$ cat src/rtl/turf_udp_timeserver_v2.sv
// +---------------------------------------------------------------------------------------+
// | turf_udp_timeserver_v2 -- queues UDP time requests and replies with the PPS-aligned   |
// | second. Rev 1.0. Define TURF_TIMESERVER_SUBSEC_EN to append the subsecond count.      |
// +---------------------------------------------------------------------------------------+
`default_nettype none
module turf_udp_timeserver_v2 #(
  parameter int    FIFO_DEPTH = 16,
  parameter string MODE       = "PPS"
) (
  input  logic        aclk,
  input  logic        areset,
  input  logic [63:0] s_udphdr_tdata,
  input  logic        s_udphdr_tvalid,
  output logic        s_udphdr_tready,
  input  logic [63:0] s_udpdata_tdata,
  input  logic [7:0]  s_udpdata_tkeep,
  input  logic        s_udpdata_tlast,
  input  logic        s_udpdata_tvalid,
  output logic        s_udpdata_tready,
  output logic [63:0] m_udphdr_tdata,
  output logic        m_udphdr_tvalid,
  input  logic        m_udphdr_tready,
  output logic [63:0] m_udpdata_tdata,
  output logic [7:0]  m_udpdata_tkeep,
  output logic        m_udpdata_tlast,
  output logic        m_udpdata_tvalid,
  input  logic        m_udpdata_tready,
  input  logic        pps_i,
  input  logic [31:0] cur_sec_i,
  output logic [15:0] drop_count_o
);
  localparam bit IMMEDIATE = (MODE == "IMMEDIATE");
  localparam int PTR_W = $clog2(FIFO_DEPTH);
  localparam int CNT_W = PTR_W + 1;
  localparam logic [CNT_W-1:0] FULL_COUNT = CNT_W'(FIFO_DEPTH);
`ifdef TURF_TIMESERVER_SUBSEC_EN
  localparam logic [15:0] REPLY_LEN  = 16'd8;
  localparam logic [7:0]  REPLY_KEEP = 8'hFF;
`else
  localparam logic [15:0] REPLY_LEN  = 16'd4;
  localparam logic [7:0]  REPLY_KEEP = 8'h0F;
`endif

  typedef enum logic [1:0] {IDLE, SEND_HDR, SEND_DATA} state_t;

  // Queue entry layout: {epoch tag, ip[31:0], port[15:0]}
  logic [48:0]      mem [FIFO_DEPTH];
  logic [PTR_W-1:0] wr_ptr, rd_ptr;
  logic [CNT_W-1:0] count;
  logic [48:0]      head;
  logic             empty, full, push, pop, drop, toggle, enq_tag, more;
  logic [31:0]      subsec_field;

  state_t state;
  logic   epoch, pps_pending, serve_tag;

  logic unused_inputs;
  assign unused_inputs = ^{s_udphdr_tdata[15:0], s_udpdata_tdata, s_udpdata_tkeep,
                           s_udpdata_tlast, s_udpdata_tvalid};

  function automatic logic [31:0] byte_swap(input logic [31:0] v);
    return {v[7:0], v[15:8], v[23:16], v[31:24]};
  endfunction

  assign s_udphdr_tready  = 1'b1;
  assign s_udpdata_tready = 1'b1;
  assign m_udpdata_tkeep  = REPLY_KEEP;
  assign m_udpdata_tlast  = 1'b1;

  assign empty   = (count == '0);
  assign full    = (count == FULL_COUNT);
  assign head    = mem[rd_ptr];
  assign pop     = m_udphdr_tvalid && m_udphdr_tready;
  // A pop in the same cycle frees the slot, so a full queue still accepts.
  assign push    = s_udphdr_tvalid && (!full || pop);
  assign drop    = s_udphdr_tvalid && full && !pop;
  assign toggle  = !IMMEDIATE && (state == IDLE) && (pps_i || pps_pending) && !empty;
  assign enq_tag = toggle ? ~epoch : epoch;
  assign more    = !empty && (IMMEDIATE || (head[48] == serve_tag));

`ifdef TURF_TIMESERVER_SUBSEC_EN
  logic [31:0] subsec;
  always_ff @(posedge aclk or posedge areset) begin
    if (areset)
      subsec <= '0;
    else if (pps_i)
      subsec <= '0;
    else if (subsec != 32'hFFFF_FFFF)
      subsec <= subsec + 32'd1;
  end
  assign subsec_field = subsec;
`else
  assign subsec_field = '0;
`endif

  always_ff @(posedge aclk) begin
    if (push)
      mem[wr_ptr] <= {enq_tag, s_udphdr_tdata[63:16]};
  end

  always_ff @(posedge aclk or posedge areset) begin
    if (areset) begin
      wr_ptr       <= '0;
      rd_ptr       <= '0;
      count        <= '0;
      drop_count_o <= '0;
    end else begin
      if (push)
        wr_ptr <= wr_ptr + 1'b1;
      if (pop)
        rd_ptr <= rd_ptr + 1'b1;
      case ({push, pop})
        2'b10:   count <= count + 1'b1;
        2'b01:   count <= count - 1'b1;
        default: count <= count;
      endcase
      if (drop && (drop_count_o != 16'hFFFF))
        drop_count_o <= drop_count_o + 16'd1;
    end
  end

  always_ff @(posedge aclk or posedge areset) begin
    if (areset) begin
      state            <= IDLE;
      epoch            <= 1'b0;
      pps_pending      <= 1'b0;
      serve_tag        <= 1'b0;
      m_udphdr_tvalid  <= 1'b0;
      m_udphdr_tdata   <= '0;
      m_udpdata_tvalid <= 1'b0;
      m_udpdata_tdata  <= '0;
    end else begin
      if (!IMMEDIATE && pps_i)
        pps_pending <= 1'b1;
      case (state)
        IDLE: begin
          if (IMMEDIATE) begin
            if (!empty) begin
              state           <= SEND_HDR;
              m_udphdr_tvalid <= 1'b1;
              m_udphdr_tdata  <= {head[47:0], REPLY_LEN};
            end
          end else if (pps_i || pps_pending) begin
            pps_pending <= 1'b0;
            if (!empty) begin
              epoch           <= ~epoch;
              serve_tag       <= epoch;
              state           <= SEND_HDR;
              m_udphdr_tvalid <= 1'b1;
              m_udphdr_tdata  <= {head[47:0], REPLY_LEN};
            end
          end
        end
        SEND_HDR: begin
          if (m_udphdr_tready) begin
            m_udphdr_tvalid  <= 1'b0;
            m_udpdata_tvalid <= 1'b1;
            m_udpdata_tdata  <= {byte_swap(subsec_field), byte_swap(cur_sec_i)};
            state            <= SEND_DATA;
          end
        end
        SEND_DATA: begin
          if (m_udpdata_tready) begin
            m_udpdata_tvalid <= 1'b0;
            if (more) begin
              state           <= SEND_HDR;
              m_udphdr_tvalid <= 1'b1;
              m_udphdr_tdata  <= {head[47:0], REPLY_LEN};
            end else begin
              state <= IDLE;
            end
          end
        end
        default: state <= IDLE;
      endcase
    end
  end
endmodule
`default_nettype wire

$ cat config.mk
export PLATFORM = sky130hd
export DESIGN_NAME = turf_udp_timeserver_v2
export DESIGN_NICKNAME = d
export VERILOG_FILES = /design/src/rtl/turf_udp_timeserver_v2.sv
export SDC_FILE = /design/constraint.sdc
export NUM_CORES = 1
export LEC_CHECK = 0
export BUFFER_PORTS_ARGS = -buffer_cell sky130_fd_sc_hd__buf_4
export CORE_ASPECT_RATIO = 0.75
export CORE_MARGIN = 4
export CORE_UTILIZATION = 60
export DETAILED_ROUTE_END_ITERATION = 8
export MAX_ROUTING_LAYER = met4
export PLACE_DENSITY = 0.81
export SLEW_MARGIN = 20
export SYNTH_ARGS = -nofsm -noshare
export SYNTH_HDL_FRONTEND = slang
export SYNTH_SLANG_ARGS = --single-unit
$ cat constraint.sdc
create_clock -name aclk -period 8.2 [get_ports aclk]
set_input_delay 1.64 -clock aclk [delete_from_list [all_inputs] [get_ports aclk]]
set_output_delay 1.64 -clock aclk [all_outputs]
set_load 0.02 [all_outputs]
# Word-level counts from Yosys, hierarchy flattened
# Memories as Yosys holds them, arrays and structs flattened.
# Index checks and enable logic that the tools add are counted.
dict set report classes {
  bitwise_logic 2
  eq_ne 12
  div_mod_pow 0
  n_mux 27
  add_sub_neg 5
  order_cmp 0
  reduce_logical 25
  multipliers 0
  n_shift 0
}
# operator n
set ops {}
lappend ops {{$mux W64} 4}
lappend ops {{$pmux W64 S2} 1}
lappend ops {{$add A16 B1 Y16 const B} 1}
lappend ops {{$ne A16 B16 Y1 const B} 1}
lappend ops {{$mux W1} 14}
lappend ops {{$pmux W5 S2} 1}
lappend ops {{$add A4 B1 Y4 const B} 2}
lappend ops {{$logic_and A1 B1 Y1} 8}
lappend ops {{$mux W2} 4}
lappend ops {{$ne A2 B2 Y1 const B} 4}
lappend ops {{$pmux W2 S3} 1}
lappend ops {{$reduce_and A3 Y1} 2}
lappend ops {{$reduce_and A6 Y1} 1}
lappend ops {{$reduce_bool A2 Y1} 3}
lappend ops {{$add A5 B1 Y5 const B} 1}
lappend ops {{$eq A5 B5 Y1 const B} 1}
lappend ops {{$logic_not A5 Y1} 1}
lappend ops {{$reduce_and A5 Y1} 1}
lappend ops {{$sub A5 B1 Y5 const B} 1}
lappend ops {{$eq A2 B1 Y1 const B} 2}
lappend ops {{$eq A2 B2 Y1 const B} 2}
lappend ops {{$reduce_and A4 Y1} 1}
lappend ops {{$logic_not A1 Y1} 3}
lappend ops {{$pmux W1 S3} 1}
lappend ops {{other kinds (8)} 10}
dict set report totals {
  output_inout_bits 157
  mem_count 1
  mem_bits_rw 784
  latch_bits 0
  ff_bits 132
  romBits 0
}
# memory depth width rd rd_ports_with_merged_regs wr line
set memory_table {}
lappend memory_table {mem 16 49 1 0 1 47} ;# logic [48:0] mem [FIFO_DEPTH];

# Logic depth before layout (Yosys ltp)
# Gate-level depths: netlist of the first run.
dict set report logic_depth {
  word_depth 6
  depth_mapped 13
}

# Worst setup path before layout of the first run
# OpenSTA, ideal clock, no wires.
dict set report synth_path {
  path_type {input to register}
  startpoint {input port m_udphdr_tready}
  endpoint {memory mem[3][0], enable pin}
  setup_time_ns 0.516
  arrival_time_ns 5.846
  setup_slack_ns 1.839
  stages 4
  cell_sequence {nand2_1 -> a31oi_1 -> nand2_1 -> nor3_1}
}
dict set report synth_via {
  elab_chain_cells 5
}
# element line
set synth_lines {}
lappend synth_lines {{start: declaration} 22} ;# input logic m_udphdr_tready,
lappend synth_lines {{$logic_and A1 B1 Y1} 73} ;# assign pop = m_udphdr_tvalid && m_udphdr_tready;
lappend synth_lines {{$logic_or A1 B1 Y1} 75} ;# assign push = s_udphdr_tvalid && (!full || pop);
lappend synth_lines {{$logic_and A1 B1 Y1} 75}
lappend synth_lines {{$mux W1} 97} ;# if (push)
lappend synth_lines {{$mux W1 (implied by the code)} 98} ;# mem[wr_ptr] <= {enq_tag, s_udphdr_tdata[63:16]};
lappend synth_lines {{end: declaration} 47}
# Every way passes these cells.

# Final worst setup path of the first run
dict set report layout_path {
  startpoint {input port m_udphdr_tready}
  endpoint {memory mem[11][28], enable pin}
}
# The elaborated chain is that of the path after synthesis.

==> results of run 1 <==
layer usage:
layer,vias up,share of wire (%),global-route usage (%)
met4,0,3.1,8.29
met1,9077,38,35.9
met5,-,0,-
met3,165,9.6,5.83
li1,7274,-,-
met2,916,50,40.9
path summary, 6_finish.rpt:
path	from	end	slack (ns)	depth (start not counted)
setup / recovery	m_udphdr_tready	mem[11][28]	3.81	6
hold / removal	m_udphdr_tdata[2]	m_udphdr_tdata[2]	0.49	1
setup reg to reg	rd_ptr[2]	m_udphdr_tdata[19]	4.21	8
hold reg to reg	m_udphdr_tdata[2]	m_udphdr_tdata[2]	0.49	1
max in group asynchronous	areset	m_udphdr_tdata[46]	5.89	3
min in group asynchronous	areset	m_udphdr_tdata[29]	1.13	2
power by group through the flow:
stage               registers, uW  logic, uW  clock network [uW]
detailed placement           6180       4380                   0
finish                       6100       4430                3760
global route                 6170       4710                4020
floorplan                    6210       2960                   0
global placement             6130       4270                   0
CTS                          6100       4440                3820
sequential cells by signal, summed over array words and instances, names as in the netlist:
| name | count |
|---|---|
| drop_count_o | 16 |
| pps_pending | 1 |
| m_udpdata_tvalid | 1 |
| m_udphdr_tdata | 49 |
| m_udpdata_tdata | 32 |
| state | 2 |
| count | 5 |
| m_udphdr_tvalid | 1 |
| wr_ptr | 4 |
| epoch | 1 |
| rd_ptr | 4 |
| serve_tag | 1 |
| mem | 784 |
stage by stage:
stage | total power (uW) | hold WS, ns
after floorplan | 9170 | 0.463
after global placement | 10400 | 0.465
after detailed placement | 10600 | 0.471
after CTS | 14400 | 0.489
after global routing | 14900 | 0.520
final | 14300 | 0.489
critical path, cell delays in order:
cell,delay [ns]
sky130_fd_sc_hd__buf_4,0.09
sky130_fd_sc_hd__nand2_1,0.13
sky130_fd_sc_hd__a31oi_1,0.73
sky130_fd_sc_hd__nand2_1,0.48
sky130_fd_sc_hd__nor2_4,0.93
sky130_fd_sc_hd__buf_4,0.63
final cells by class:
cell class,instances,share of cell area (%)
flip-flops and latches,901,66.5
clock inverters,42,0.924
inverters,8,0.0880
diodes,4,0.0251
multi-input cells,692,20.0
repair buffers,221,4.21
clock buffers,112,5.75
well taps,780,2.45
cell usage after synthesis (3+ instances only):
cell type	count
sky130_fd_sc_hd__mux2_2	36
sky130_fd_sc_hd__dfrtp_1	117
sky130_fd_sc_hd__o22ai_1	33
sky130_fd_sc_hd__o32a_1	15
sky130_fd_sc_hd__clkbuf_1	42
sky130_fd_sc_hd__nand4_1	6
sky130_fd_sc_hd__buf_4	60
sky130_fd_sc_hd__xor2_1	7
sky130_fd_sc_hd__inv_1	8
sky130_fd_sc_hd__o21ai_0	18
sky130_fd_sc_hd__and4_1	3
sky130_fd_sc_hd__nand2_1	89
sky130_fd_sc_hd__a221oi_1	32
sky130_fd_sc_hd__buf_1	4
sky130_fd_sc_hd__nand3_1	22
sky130_fd_sc_hd__edfxtp_1	784
sky130_fd_sc_hd__mux2i_1	64
sky130_fd_sc_hd__nor3_1	6
sky130_fd_sc_hd__a21oi_1	8
sky130_fd_sc_hd__nor2b_1	4
sky130_fd_sc_hd__buf_2	36
sky130_fd_sc_hd__xnor2_1	22
sky130_fd_sc_hd__mux4_2	197
sky130_fd_sc_hd__a211oi_1	3
sky130_fd_sc_hd__buf_6	10
sky130_fd_sc_hd__ha_1	9
sky130_fd_sc_hd__a22oi_1	16
sky130_fd_sc_hd__and3_1	4
sky130_fd_sc_hd__nor2_1	17
placed cells by master, fill, tap and decap left out, types with 3 or more instances in the layout:
cell | netlist | routed
sky130_fd_sc_hd__a22oi_1 | 16 | 16
sky130_fd_sc_hd__nor2b_1 | 4 | 3
sky130_fd_sc_hd__clkinv_1 | 0 | 16
sky130_fd_sc_hd__dfrtp_1 | 117 | 114
sky130_fd_sc_hd__nor2_1 | 17 | 5
sky130_fd_sc_hd__a221oi_1 | 32 | 32
sky130_fd_sc_hd__clkbuf_16 | 0 | 86
sky130_fd_sc_hd__o32a_1 | 15 | 15
sky130_fd_sc_hd__mux2i_1 | 64 | 64
sky130_fd_sc_hd__inv_6 | 0 | 5
sky130_fd_sc_hd__and3_1 | 4 | 4
sky130_fd_sc_hd__nor3_2 | 0 | 4
sky130_fd_sc_hd__and4_1 | 3 | 3
sky130_fd_sc_hd__diode_2 | 0 | 4
sky130_fd_sc_hd__nand4_1 | 6 | 6
sky130_fd_sc_hd__o22ai_1 | 33 | 33
sky130_fd_sc_hd__xor2_1 | 7 | 7
sky130_fd_sc_hd__o21ai_0 | 18 | 18
sky130_fd_sc_hd__xnor2_1 | 22 | 21
sky130_fd_sc_hd__mux2_2 | 36 | 36
sky130_fd_sc_hd__a21oi_1 | 8 | 8
sky130_fd_sc_hd__mux4_2 | 197 | 197
sky130_fd_sc_hd__edfxtp_1 | 784 | 784
sky130_fd_sc_hd__conb_1 | 2 | 58
sky130_fd_sc_hd__bufinv_16 | 0 | 5
sky130_fd_sc_hd__clkbuf_8 | 0 | 4
sky130_fd_sc_hd__clkbuf_1 | 42 | 22
sky130_fd_sc_hd__a211oi_1 | 3 | 3
sky130_fd_sc_hd__buf_4 | 60 | 219
sky130_fd_sc_hd__nor2_4 | 0 | 12
sky130_fd_sc_hd__nand3_1 | 22 | 22
sky130_fd_sc_hd__clkinv_2 | 0 | 12
sky130_fd_sc_hd__nand2_1 | 89 | 88
sky130_fd_sc_hd__inv_1 | 8 | 6
sky130_fd_sc_hd__ha_1 | 9 | 9
cells by family after synthesis:
kind of cell    count (synthesis)  share of synthesized area [%]
other cells                     2                         0.0214
xor+xnor                       29                          0.725
fa+ha+maj                       9                          0.321
mux                           297                           15.6
simple gates                  163                           2.14
flops                         901                           75.5
buf+inv                       160                           2.70
compound gates                136                           2.90
==> results, run 1 <==
- The instance count after placement with tap cells included is 2602.
- The number of global-route vias before repair is 18100.
- The final core utilization is 69.1%.
- The flop and latch count out of synthesis is 901.
- The clock network burns 26.3% of the power.
- The part of the power in combinational logic is 31.0%.
- Derived from the worst setup path, the maximum achievable clock frequency is 228 MHz.
- The total wirelength of the detailed-routed design is 77800 microns.
- The maximum fanout count along the critical path is 27.
- The number of clock sinks is 901.
- The fraction of registers with async set/reset is 13.0%.
- The final count of pins violating max slew came to 0.
- Clock tree synthesis inserted a total of 83 buffers.
- The number of antenna violations at the first check in global routing is 3.
- The cell chosen for the clock root is sky130_fd_sc_hd__clkbuf_16.
- The min-delay analysis places its worst path in the category register to register.
- For this run, the number of Yosys warnings is 0.
- The final period utilization is 53.6%.
- Excluding fillers, the count of instances in the completed layout stands at 2760.
- In the routed layout, each cell is associated on average with a via count of 6.32.
- Net switching is 31.6% of the power.
- The final hold violation count is 0.
- The floorplan step set the die height to 217 microns.
- The count of unique library cells instantiated by Yosys is 49.
- Summing over every cut layer, the via total after detailed routing is 17400.
- Dividing the detail-routed wire length by the instance count gives 28.2 microns.
- The filler cells instantiated in the layout total 3491.
- The total global routing overflow is 0.
- The share of Yosys cell area claimed by the top area cell type is 67.2%.
- For this configuration, the core starts out at a cell density of 60.8%.
- Across the VDD grid, the largest voltage drop is 250 uV.
- The static power due to leakage is 0.0136 uW.
- Before antenna repair, the detailed router went through 5 iterations.
- In this run the number of H-tree levels came out at 3.
- The number of primary I/O pins is 333.
- STA puts the critical path data required time at 8.45 ns.
- In the synthesized netlist, the number of instances is 1697.
- The deepest clock path buffer count is 3.
- The total negative slack for setup checks is 0 ns.
- Cell internal power was estimated by the tool at 9770 uW.
- TritonCTS built the clock tree.
- Sequential cells burn 42.7% of the power.
- Summing all flip-flop and latch instances after layout gives 26500 sq um.
- The overall die area is 62400 sq um.
- Once layout is done, the placed cells without fillers occupy 39800 sq um.
- The flow ran to the end, and the final reports show no timing, DRC or antenna violations.
- The commonest register cell after synthesis is sky130_fd_sc_hd__edfxtp_1.
- Clock-pin slew was measured on the worst setup and hold paths at 0.06 ns.
- The worst path meets setup with 3.81 ns of slack.
- Setup repair after global routing left no endpoint under its margin.
- The relative slew slack is 28.2%.
- Entering global routing, the biggest net connects 106 pins.
- For this design the ratio of total power to cell area is 359 nW/um^2.
- The number of gates resized after CTS was 0.
- The global-route wire length before repair is 117000 microns.
- The number of setup buffers added after CTS is 0.
- In the final layout, the multi-input gates occupy 7970 sq um.
- After detailed placement, the total cell area comes to 37100 sq um.
- The power spent charging and discharging nets is 4520 uW.
- At the later pin of the worst-skew pair, clock insertion delay measures 0.64 ns.
- The wire-length estimate of the detail-placed layout is 40500 microns.
- By area the synthesized netlist is led by sky130_fd_sc_hd__edfxtp_1, sky130_fd_sc_hd__mux4_2, sky130_fd_sc_hd__dfrtp_1, sky130_fd_sc_hd__mux2i_1, sky130_fd_sc_hd__buf_4.
- After detailed routing, the number of remaining DRC violations is 0.
- The final count of negative-setup-slack endpoints is 0.
- The max capacitance violation total is 0.
- After the last flow step, the layout net total stands at 2092.
- The area growth from synthesis to layout is 13.6%.
- The number of cell rows is 76.
- Counting I/O delays and the setup requirement, the final critical path takes 4.39 ns.
- The count of nets left with antenna violations once routing finished came out at 0.
- The share of layout cells above drive strength 1 is 30.4%.
- In this run the tool buffered the top-level ports with 184 buffer cells.
- Summed over all instances, the cell type with the most area after synthesis is sky130_fd_sc_hd__edfxtp_1.
- The nature of the critical path endpoint is a register.
- Global routing used 26.4% of the available tracks.
- STA classifies the critical path startpoint as a primary input.
- The congestion estimate from routability-driven global placement came to 0.768.
- The chip width is 287 microns.
- At the worst endpoint, the arrival time is 4.65 ns.
- After the first detailed-routing iteration, the DRC count stood at 2095.
- The post-place setup slack is 3.15 ns.
- Yosys mapped a number of flops with a built-in enable equal to 784.
- The setup skew after layout is 0.0283 ns.
- The post-synthesis instance area is 35000 sq um.
- The area of the core is 57600 sq um.
- By startpoint and endpoint, the worst setup path is classified as primary input to register.
- The slew of the pin with the lowest slew margin is 1.08 ns.
- A synthesized cell averages 20.6 sq um.
- The part of the Yosys area used for sequential elements is 75.5%.
- The hold buffer count at cts is 0.
(Power assumes the default switching activity.)
==> run 2: changes to the inputs <==
ABC_AREA = 1   (was not set)
CORE_UTILIZATION = 53   (was 60)
PLACE_DENSITY = 0.75   (was 0.81)
clock period = 3.6 ns   (was 8.2 ns; I/O delays follow)
==> run 2 against run 1 <==
Compared with the run above: non-clock buffer count is 20 higher; final cell count is 42% higher; worst hold slack worse by 0.34 ns; first-iteration DRC count is 44% higher; total power is 140% higher; global-route usage is 1.8 points lower; core utilization is 8.0 points lower; register-to-register slack worse by 3.5 ns; largest cell class unchanged; combinational power grew to 2.6 times the previous value; synthesized cell count is 67% higher; synthesized area is 2.6% higher.
==> results, run 2 <==
- Outcome: completed (unchanged).
- The share of Yosys cell area claimed by the top area cell type is 65.5% (was 67.2%).
- The number of filler instances in the final layout is 4803 (was 3491).
- The number of antenna violations at the first check in global routing is 3 (unchanged).
- The flop and latch count out of synthesis was 901 (unchanged).
- The depth of the critical timing path with buffers and inverters included came to 7 (was 6).
- The final count of pins violating max slew came to 0 (unchanged).
- The critical path's slowest cell is sky130_fd_sc_hd__dfrtp_4 (was sky130_fd_sc_hd__nor2_4).
- The origin of the critical flop-to-flop path is rd_ptr[1] (was rd_ptr[2]).
- Leading cell types by count after synthesis: sky130_fd_sc_hd__edfxtp_1, sky130_fd_sc_hd__nand2_1, sky130_fd_sc_hd__nor2_1, sky130_fd_sc_hd__o21ai_0, sky130_fd_sc_hd__nand3_1 (was sky130_fd_sc_hd__edfxtp_1, sky130_fd_sc_hd__mux4_2, sky130_fd_sc_hd__dfrtp_1, sky130_fd_sc_hd__nand2_1, sky130_fd_sc_hd__mux2i_1).
- The power spent charging and discharging nets is 12400 uW (was 4520 uW).
- The commonest register cell after synthesis is sky130_fd_sc_hd__edfxtp_1 (unchanged).
- The relative slew slack is 35.5% (was 28.2%).
- The switching power share of the total came to 36.5% (was 31.6%).
- The count of unique library cells instantiated by Yosys is 37 (was 49).
- The clock-pin transition on the worst setup and hold timing paths is 0.06 ns (about the same).
- The met1 layer wirelength in the final routing came to 34400 microns (was 29400 microns).
- Among the stages of the critical path, the cell type that occurs most often is sky130_fd_sc_hd__o21ai_0.
- The maximum fanout count along the critical path is 124 (was 27).
- The part of the Yosys area used for sequential elements is 73.7% (was 75.5%).
- The number of iterations in the first detailed-routing pass is 8 (was 5).
- The internal power component was 21500 uW (was 9770 uW).
- The minimum setup slack among reg-to-reg paths is 0.74 ns (was 4.21 ns).
- The total buffers and inverters traversed by the critical path was 1 (was 2).
- The remaining routing DRC violations came to 0 (unchanged).
- The worst path required time is 4.15 ns (was 8.45 ns).
- The top cell family by delay on the critical path is compound AO/OA/AOI/OAI gates (was simple AND/OR/NAND/NOR gates).
- The flip-flop count of the largest register, all copies and words added came to 784 (unchanged).
- The final period utilization is 79.5%.
- The H-tree level count came to 3 (unchanged).
- The via count is 23200 (was 17400).
- Setup repair after global routing missed its margin: no (unchanged).
- The top layer reached by signal wires is met4 (unchanged).
- The later-pin clock latency in the skew report is 0.63 ns (was 0.64 ns).
- The met2 routed wirelength is 41200 microns (was 38600 microns).
- The chip width was 309 microns (was 287 microns).
- The clock tree from TritonCTS is built (unchanged).
- The launching element type of the critical path is a register (was primary input).
- The mean routed wirelength per cell was 22.1 microns (was 28.2 microns).
- The cell taking the most area after synthesis is sky130_fd_sc_hd__edfxtp_1 (unchanged).
- The number of instances in the synthesized netlist is 2828 (was 1697).
- The area of the core came to 67000 sq um (was 57600 sq um).
- The number of vias per cell after detailed routing came to 5.90 (was 6.32).
- The delay contributed by the slowest stage of the critical path is 0.76 ns (was 0.93 ns).
- The count of flip-flops with a built-in enable after synthesis is 784 (unchanged).
- The setup skew after layout was 0.0220 ns (was 0.0283 ns).
- The total half-perimeter wirelength after legalization and detailed placement is 45800 microns (was 40500 microns).
- The total global routing overflow is 0 (unchanged).
- The hold buffer count at cts is 0 (unchanged).
- The number of primary I/O pins is 333 (unchanged).
- The average cell area after synthesis is 12.7 sq um (was 20.6 sq um).
- The quantity of I/O buffers inserted on ports was 184 (unchanged).
- The critical path data arrival time is 3.41 ns (was 4.65 ns).
- The part of the power in combinational logic is 34.1% (was 31.0%).
- The deepest clock path buffer count is 3 (unchanged).
- The fraction of registers with async set/reset is 13.0% (unchanged).
- The total wirelength of the detailed-routed design is 86700 microns (was 77800 microns).
- The worst min-delay path class was primary input to async pin (was register to register).
- The smallest clock period supported by the final layout is computed as 2.86 ns.
- The finished layout cell area is 40900 sq um (was 39800 sq um).
- The number of clock sinks was 901 (unchanged).
- The final hold violation count was 0 (unchanged).
- The cell area after placement is 38200 sq um (was 37100 sq um).
- The worst ir drop on vdd is 569 uV (was 250 uV).
- The layout overhead on the synthesized area is 13.9% (was 13.6%).
- The die span in y was 233 microns (was 217 microns).
- The total number of yosys warnings is 0 (unchanged).
- The routability congestion estimate from global placement is 0.838 (was 0.768).
- The path type of the worst setup path is register to register (was primary input to register).
- The proportion of power drawn by flip-flops and latches came to 40.2% (was 42.7%).
- The maximum number of pins on one net before global-route repair came to 158 (was 106).
- The overall die area is 72100 sq um (was 62400 sq um).
- The number of nets still failing antenna checks after routing was 0 (unchanged).
- Top Registers: mem x784, m_udphdr_tdata x49, m_udpdata_tdata x32 (unchanged).
- Cell-by-cell listing of the critical path: buf_12 > o21ai_0 > o22ai_1 > nor2_1 > o21ai_0 > nand3_1 > nand2_1 (was buf_4 > nand2_1 > a31oi_1 > nand2_1 > nor2_4 > buf_4).
- The most flop-heavy register is mem (unchanged).
- The share of layout cells above drive strength 1 came to 13.7% (was 30.4%).
- The number of setup buffers added after CTS was 0 (unchanged).
- Ranking of synthesized cells by area: sky130_fd_sc_hd__edfxtp_1, sky130_fd_sc_hd__dfrtp_1, sky130_fd_sc_hd__nand2_1, sky130_fd_sc_hd__o21ai_0, sky130_fd_sc_hd__nor2_1 (was sky130_fd_sc_hd__edfxtp_1, sky130_fd_sc_hd__mux4_2, sky130_fd_sc_hd__dfrtp_1, sky130_fd_sc_hd__mux2i_1, sky130_fd_sc_hd__buf_4).
- The number of cell rows is 82 (was 76).
- The slew of the pin with the lowest slew margin was 0.968 ns (was 1.08 ns).
- The end of the worst register-to-register path was m_udphdr_tdata[42] (was m_udphdr_tdata[19]).
- The static power due to leakage was 0.0149 uW (was 0.0136 uW).
- The routed wire length on met3 is 9120 microns (was 7480 microns).
- The initial cell density of the core came to 53.6% (was 60.8%).
- The power share of the clock group is 25.7% (was 26.3%).
- The violation count after the first detailed-routing iteration is 3019 (was 2095).
- The nature of the critical path endpoint is a register (unchanged).
- The highest achievable clock rate is 349 MHz.
- The most frequent standard cell in the layout excluding fill and tap cells was sky130_fd_sc_hd__edfxtp_1 (unchanged).
- The total global-route track usage was 24.6% (was 26.4%).
- The net count of the finished layout came to 3164 (was 2092).
- The post-cts gate resize count is 0 (unchanged).
- The length in cells of the worst reg-to-reg path was 7 (was 8).
- The cell chosen for the clock root was sky130_fd_sc_hd__clkbuf_16 (unchanged).
- The post-synthesis instance area came to 35900 sq um (was 35000 sq um).
- The global-route wire length before repair came to 131000 microns (was 117000 microns).
- Most frequent cells in the layout: sky130_fd_sc_hd__edfxtp_1, sky130_fd_sc_hd__nand2_1, sky130_fd_sc_hd__nor2_1, sky130_fd_sc_hd__o21ai_0, sky130_fd_sc_hd__buf_4 (was sky130_fd_sc_hd__edfxtp_1, sky130_fd_sc_hd__buf_4, sky130_fd_sc_hd__mux4_2, sky130_fd_sc_hd__dfrtp_1, sky130_fd_sc_hd__nand2_1).
- The power density over the cells came to 828 nW/um^2 (was 359 nW/um^2).
- The number of buffers added by the clock tree synthesis step is 83 (unchanged).
- The final count of negative-setup-slack endpoints came to 0 (unchanged).
- The number of global-route vias before repair was 22300 (was 18100).
- The library cell with the highest instance count after synthesis is sky130_fd_sc_hd__edfxtp_1 (unchanged).
- The max capacitance violation total is 0 (unchanged).
- The total negative slack for setup checks is 0 ns (unchanged).
==> run 2: changes by cell type after synthesis, sizes merged, moves of 37 or more <==
cell	delta
o221ai	+59
mux2i	-64
o21ai	+324
nand2	+333
buf	+42
clkbuf	+37
nand3	+153
mux4	-197
a21oi	+73
nor2	+306
inv	+100
==> run 2: power groups by stage <==
| stage | Combinational, uW | Clock [uW] | Sequential [uW] |
|---|---|---|---|
| 5_1_grt | 12600 | 9280 | 13800 |
| 4_1_cts | 11500 | 8830 | 13600 |
| 2_1_floorplan | 6890 | 0 | 14300 |
| 6_report | 11600 | 8720 | 13600 |
| 3_5_place_dp | 11400 | 0 | 13800 |
| 3_3_place_gp | 11000 | 0 | 13700 |
==> run 2: final cells by class <==
| class | instances | area (sq um) | share of cell area [%] |
|---|---|---|---|
| Multi-Input combinational cell | 1644 | 8170 | 20.0 |
| Clock inverter | 33 | 365 | 0.893 |
| Tap cell | 882 | 1100 | 2.70 |
| Sequential cell | 901 | 26500 | 64.7 |
| Clock buffer | 118 | 2320 | 5.68 |
| Antenna cell | 4 | 10.0 | 0.0245 |
| Timing Repair Buffer | 241 | 2060 | 5.03 |
| Inverter | 108 | 419 | 1.02 |
==> run 2: worst max path at each step <==
stage / startpoint / end / slack [ns]
5_1_grt: count[0] / count[4] / 0.44
2_1_floorplan: m_udphdr_tready / mem[11][0] / -1.34
3_3_place_gp: m_udphdr_tready / mem[1][9] / 0.76
4_1_cts: count[0] / count[4] / 0.77
3_5_place_dp: m_udphdr_tready / mem[1][11] / 0.67
6_report: rd_ptr[1] / m_udphdr_tdata[42] / 0.74
==> run 2: layer usage <==
metal  up-vias  GRT usage, %
met5         -             -
met4         0          7.10
met2      1302          38.3
met1     11400          33.9
met3       159          4.18
li1      10400             -
==> run 2: logic make-up after synthesis <==
| group | after synthesis | share of synthesized area (%) |
|---|---|---|
| flip-flops | 901 | 73.7 |
| adder cells (fa/ha/maj) | 9 | 0.313 |
| AO/OA/AOI/OAI | 553 | 8.74 |
| buffers and inverters | 339 | 4.54 |
| multiplexers | 33 | 1.03 |
| AND/OR/NAND/NOR | 964 | 11.0 |
| other | 2 | 0.0209 |
| XOR/XNOR | 27 | 0.658 |
==> run 2: metrics by stage <==
stage | util [%] | hold WS [ns] | power, uW | std cells | setup WS [ns]
6_report | 61.1 | 0.149 | 33900 | 3931 | 0.736
5_1_grt | 61.1 | 0.173 | 35700 | 3930 | 0.437
4_1_cts | 61.1 | 0.141 | 33900 | 3927 | 0.772
3_5_place_dp | 57.1 | 0.455 | 25200 | 3776 | 0.675
3_3_place_gp | 57.1 | 0.452 | 24700 | 3776 | 0.758
2_1_floorplan | - | 0.457 | 21100 | 2884 | -1.34
==> run 2: worst reg2reg max path: stages, from the launching register on <==
cell,delay (ns)
sky130_fd_sc_hd__dfrtp_4,0.76
sky130_fd_sc_hd__buf_12,0.47
sky130_fd_sc_hd__o21ai_0,0.39
sky130_fd_sc_hd__o22ai_1,0.20
sky130_fd_sc_hd__nor2_1,0.07
sky130_fd_sc_hd__o21ai_0,0.58
sky130_fd_sc_hd__nand3_1,0.21
sky130_fd_sc_hd__nand2_1,0.11
